`config.mk`:
```
export PLATFORM = sky130hd
export DESIGN_NAME = mc_path_gen
export DESIGN_NICKNAME = d
export VERILOG_FILES = /design/src/rtl/mc_path_gen.sv
export SDC_FILE = /design/constraint.sdc
export NUM_CORES = 1
export LEC_CHECK = 0
export CAP_MARGIN = 15
export CORE_UTILIZATION = 43
export DETAILED_ROUTE_END_ITERATION = 16
export SLEW_MARGIN = 20
export SYNTH_ARGS = -nofsm -noshare
export SYNTH_HDL_FRONTEND = slang
export SYNTH_SLANG_ARGS = --single-unit
```
`constraint.sdc`:
```
create_clock -name clk -period 2.9 [get_ports clk]
set_input_delay 0.435 -clock clk [delete_from_list [all_inputs] [get_ports clk]]
set_output_delay 0.435 -clock clk [all_outputs]
set_load 0.005 [all_outputs]
```
`src/rtl/mc_path_gen.sv`:
```
// mc_path_gen: Monte Carlo path-sample producer.
// Generates PATH_NUM saturating random-walk paths of STEPS samples each,
// one sample per cycle, from start price S0, driven by a 16-bit Fibonacci
// LFSR (taps 16,14,13,11). The strike is latched and held on K_out.
//
// Ports:
//   clk, rst      clock, asynchronous active-high reset
//   start         one-cycle run request (honoured only in IDLE)
//   S0, K_in      start price and strike, latched on accepted start
//   hold          downstream stall, freezes generation
//   path_out      current 12-bit sample
//   path_valid    path_out valid this cycle
//   path_last     final sample of a path
//   K_out         latched strike
//   busy          accepted start until done
//   done          one-cycle pulse after the final sample
//
// Optional feature (macro MC_PATH_GEN_ANTITHETIC_EN): odd paths replay the
// LFSR state of their even partner path with negated random deltas.
module mc_path_gen #(
    parameter int unsigned        STEPS     = 16,
    parameter int unsigned        PATH_NUM  = 1024,
    parameter logic [15:0]        LFSR_SEED = 16'hACE1,
    parameter int unsigned        VOL_SHIFT = 4,
    parameter logic signed [11:0] DRIFT     = 12'sd0
) (
    input  logic        clk,
    input  logic        rst,
    input  logic        start,
    input  logic [11:0] S0,
    input  logic [11:0] K_in,
    input  logic        hold,
    output logic [11:0] path_out,
    output logic        path_valid,
    output logic        path_last,
    output logic [11:0] K_out,
    output logic        busy,
    output logic        done
);

    localparam int unsigned STEP_W = (STEPS > 1) ? $clog2(STEPS) : 1;
    localparam int unsigned PATH_W = (PATH_NUM > 1) ? $clog2(PATH_NUM) : 1;
    localparam logic signed [13:0] DRIFT_X = {{2{DRIFT[11]}}, DRIFT};

    typedef enum logic [1:0] {IDLE, LOAD, RUN, DONE} state_t;

    state_t              state;
    logic [11:0]         s_q;
    logic [11:0]         s0_q;
    logic [15:0]         lfsr;
    logic [STEP_W-1:0]   step_cnt;
    logic [PATH_W-1:0]   path_cnt;
`ifdef MC_PATH_GEN_ANTITHETIC_EN
    logic [15:0]         save_q;
`endif

    logic signed [13:0]  rnd_c;
    logic signed [13:0]  delta_c;
    logic signed [13:0]  sum_c;
    logic [11:0]         s_next_c;
    logic [15:0]         lfsr_adv_c;
    logic                last_step_c;
    logic                last_path_c;
    logic                neg_c;

    // Next sample: scaled random byte plus drift, saturated to 12 bits
    always_comb begin
`ifdef MC_PATH_GEN_ANTITHETIC_EN
        neg_c = path_cnt[0];
`else
        neg_c = 1'b0;
`endif
        rnd_c       = $signed({{6{lfsr[7]}}, lfsr[7:0]}) >>> VOL_SHIFT;
        delta_c     = (neg_c ? -rnd_c : rnd_c) + DRIFT_X;
        sum_c       = $signed({2'b00, s_q}) + delta_c;
        if (sum_c < 14'sd0) begin
            s_next_c = 12'd0;
        end else if (sum_c > 14'sd4095) begin
            s_next_c = 12'd4095;
        end else begin
            s_next_c = sum_c[11:0];
        end
        lfsr_adv_c  = {lfsr[0] ^ lfsr[2] ^ lfsr[3] ^ lfsr[5], lfsr[15:1]};
        last_step_c = (step_cnt == STEP_W'(STEPS - 1));
        last_path_c = (path_cnt == PATH_W'(PATH_NUM - 1));
    end

    // Control FSM and all registered state/outputs
    always_ff @(posedge clk or posedge rst) begin
        if (rst) begin
            state      <= IDLE;
            s_q        <= 12'd0;
            s0_q       <= 12'd0;
            lfsr       <= LFSR_SEED;
            step_cnt   <= '0;
            path_cnt   <= '0;
`ifdef MC_PATH_GEN_ANTITHETIC_EN
            save_q     <= LFSR_SEED;
`endif
            path_out   <= 12'd0;
            path_valid <= 1'b0;
            path_last  <= 1'b0;
            K_out      <= 12'd0;
            busy       <= 1'b0;
            done       <= 1'b0;
        end else begin
            path_valid <= 1'b0;
            path_last  <= 1'b0;
            done       <= 1'b0;
            case (state)
                IDLE: begin
                    if (start) begin
                        s0_q  <= S0;
                        K_out <= K_in;
                        busy  <= 1'b1;
                        state <= LOAD;
                    end
                end
                LOAD: begin
                    s_q      <= s0_q;
                    step_cnt <= '0;
                    path_cnt <= '0;
`ifdef MC_PATH_GEN_ANTITHETIC_EN
                    save_q   <= lfsr;
`endif
                    state    <= RUN;
                end
                RUN: begin
                    if (!hold) begin
                        path_out   <= s_next_c;
                        path_valid <= 1'b1;
                        path_last  <= last_step_c;
                        if (last_step_c) begin
                            step_cnt <= '0;
                            s_q      <= s0_q;
                            path_cnt <= path_cnt + PATH_W'(1);
`ifdef MC_PATH_GEN_ANTITHETIC_EN
                            // Even path ends: rewind so the odd partner replays it.
                            // Odd path ends: carry on and mark the next pair's start.
                            if (!path_cnt[0]) begin
                                lfsr <= save_q;
                            end else begin
                                lfsr   <= lfsr_adv_c;
                                save_q <= lfsr_adv_c;
                            end
`else
                            lfsr     <= lfsr_adv_c;
`endif
                            if (last_path_c) begin
                                state <= DONE;
                            end
                        end else begin
                            step_cnt <= step_cnt + STEP_W'(1);
                            s_q      <= s_next_c;
                            lfsr     <= lfsr_adv_c;
                        end
                    end
                end
                DONE: begin
                    done  <= 1'b1;
                    busy  <= 1'b0;
                    state <= IDLE;
                end
                default: state <= IDLE;
            endcase
        end
    end

endmodule
```
==> results.toml <==
[final_layout]
num_antenna_cells = 0
final_layout_size_suffix_gt1_frac = 0.196
fill_cells = 893
design_area_um2 = 5350
synthToLayoutAreaGrowth_pct = 23.1
nets = 523
fin_util = 0.547

[timing]
tightestPinTransition_ns = 0.494
fin_skew_ns = 0.00916
fmax_mhz = 373
hold_violations = 0
setup_viol = 0
slew_headroom = 0.670
fin_tns_setup_ns = 0
period_share = 0.924
post-route-min-period_ns = 2.68
rsz0062_at_grt = "no"
finalMaxSlewViolations = 0

[synthesis]
synth_largest_area_cell = "dfrtp_1"
ys_seq_area_frac = 0.486
synth_edf_count = 0
ys_warn_count = 0
synth_top_area_frac = 0.438
synth_area_um2 = 4350
yosysMostFrequentCell = "dfrtp_1"
postSynthAreaPerCell_um2 = 10.6
synthCells = 410
synth_area_leaders = "dfrtp_1 (44%), mux2_2 (6.7%), nand2_1 (5.7%), ha_1 (5.5%), dfstp_2 (4.8%)"
async_reset_ff_frac = 1.00
ys_ff_latch = 84
synthesis.nets = 458
synthDistinctLibCells = 57
synth_ff_type = "dfrtp_1"
yosys-top-cells-count = "dfrtp_1 (76), nand2_1 (66), mux2_2 (26)"

[power]
p_per_area_nw_per_um2 = 759
finalPower_mw = 4.06
ir_drop_mv = 0.360
p_leak_nw = 2.45

[route]
vias_per_cell = 5.36
drt-total-wl_mm = 9.50
routedWlPerCell_um = 15.5
vias = 3288
drcViolationCount = 0
drt-initial-drc-count = 136
first_pass_iters = 4
ant_nets = 0

[grt]
grt_pass1_wl_mm = 16.2
grt_overflow_total = 0
antenna_found_initial = 0
grt_max_degree = 36
grt_use_total = 0.202
grt_pass1_vias = 3244

[clock_network]
postCtsHoldBufs = 0
cts_max_level = 3
cts_sinks = 84
cts_root_buf = "clkbuf_8"
insertion_delay_ns = 0.36
cts_max_path_buffers = 2
cts_tree = "built"
cts_buffers = 9
clkTransAtPathRegs_ns = 0.09

[floorplan]
start_util = 0.445
die_y_um = 103
rows = 36
pin_count = 56
die_area_um2 = 10500
die_w_um = 103
core-area_um2 = 9770

[worst_setup_path]
worstPathMaxFanout = 12
path_class = "flop to flop"
startpoint_type = "flop"
crit_arrival_ns = 2.92
critical_path.endpoint_type = "flop"
cp.required_ns = 3.14

[placement]
port_buffers = 55
finalWeightedCongestion = 0.857
dpl_cell_area_um2 = 5130
place_hpwl_mm = 6.75

[status]
status = "complete, no violations"

[flow_run]
maxCapViolCount = 0

[worst_hold_path]
hp-class = "primary input to async pin"
## where the power goes
group          internal, mW  switching, mW  leakage [nW]
logic                 0.687          0.823          1.25
clock network         0.495          0.450         0.108
registers              1.43          0.176          1.09
total                  2.61           1.45          2.45
## logic make-up (layout without fill, tap and decap cells)
family          after synthesis  count (layout)  share of synthesized area
flops                        84              84                      0.486
simple gates                115             115                      0.121
fa+ha+maj                    20              20                     0.0593
xor+xnor                     17              17                     0.0343
compound gates              114             114                      0.198
buf+inv                      34             104                     0.0346
mux                          26              26                     0.0674
## final cells by class
cell class | instances | area [µm²] | area share
Timing Repair Buffer | 72 | 703 | 0.131
Inverter | 16 | 61.3 | 0.0115
Sequential cell | 84 | 2110 | 0.395
Clock inverter | 6 | 93.8 | 0.0175
Clock buffer | 10 | 128 | 0.0239
Tap cell | 133 | 166 | 0.0311
Multi-Input combinational cell | 292 | 2080 | 0.390
## layer usage
layer	routed length, µm	vias up	track usage	share of wire
met5	0	-	0	0
met4	142	0	0.0659	0.015
met3	370	13	0.0407	0.039
met2	4410	64	0.313	0.46
met1	4580	1612	0.284	0.48
li1	-	1599	-	-
## cells in the final DEF, fill, tap and decap left out, types with 13 or more instances in the layout
cell type / n
clkdlybuf4s50_1: 55
dfrtp_1: 76
a21oi_1: 16
nand2_1: 66
o21ai_1: 22
inv_1: 13
mux2_2: 26
o21ai_0: 15
ha_1: 19
buf_4: 15
## path summary, 6_finish.rpt
path / from / cells past startpoint / endpoint / slack (ns)
max: lfsr[7]$_DFFE_PP1P_ / 8 / s_q[8]$_DFFE_PP0P_ / 0.22
min: rst / 2 / path_last$_DFF_PP0_ / 0.39
max reg2reg: lfsr[7]$_DFFE_PP1P_ / 8 / s_q[8]$_DFFE_PP0P_ / 0.22
min reg2reg: lfsr[11]$_DFFE_PP1P_ / 2 / lfsr[11]$_DFFE_PP1P_ / 0.46
max in group asynchronous: rst / 3 / lfsr[15]$_DFFE_PP1P_ / 1.77
min in group clk: lfsr[11]$_DFFE_PP1P_ / 2 / lfsr[11]$_DFFE_PP1P_ / 0.46
## metrics by stage
| stage | hold slack, ns | setup slack (ns) | cells |
|---|---|---|---|
| 4_1_cts | 0.416 | 0.0813 | 613 |
| 2_1_floorplan | 0.435 | 0.313 | 410 |
| 3_5_place_dp | 0.449 | 0.0933 | 597 |
| 3_3_place_gp | 0.447 | 0.202 | 597 |
| 6_report | 0.390 | 0.221 | 613 |
| 5_1_grt | 0.438 | 0.0156 | 613 |
## sequential cells by signal, indices dropped and copies added, names as in the netlist
register	cells
lfsr	16
K_out	12
path_out	12
s0_q	12
s_q	12
path_cnt	10
step_cnt	4
state	2
busy	1
done	1
path_last	1
path_valid	1
## repair_timing
action,4_1_cts,5_1_grt
buffers inserted,0,0
gates resized for setup,0,1
setup endpoints to repair,0,5
## worst max-delay path, cell delays in order (launching register included)
cell	delay [ns]
dfstp_2	0.70
ha_1	0.36
a21oi_1	0.27
o21ai_2	0.13
a41oi_2	0.30
a211oi_2	0.13
buf_4	0.17
a221oi_1	0.39
o31ai_1	0.11
Note: power is estimated with default switching activity, not from simulation.
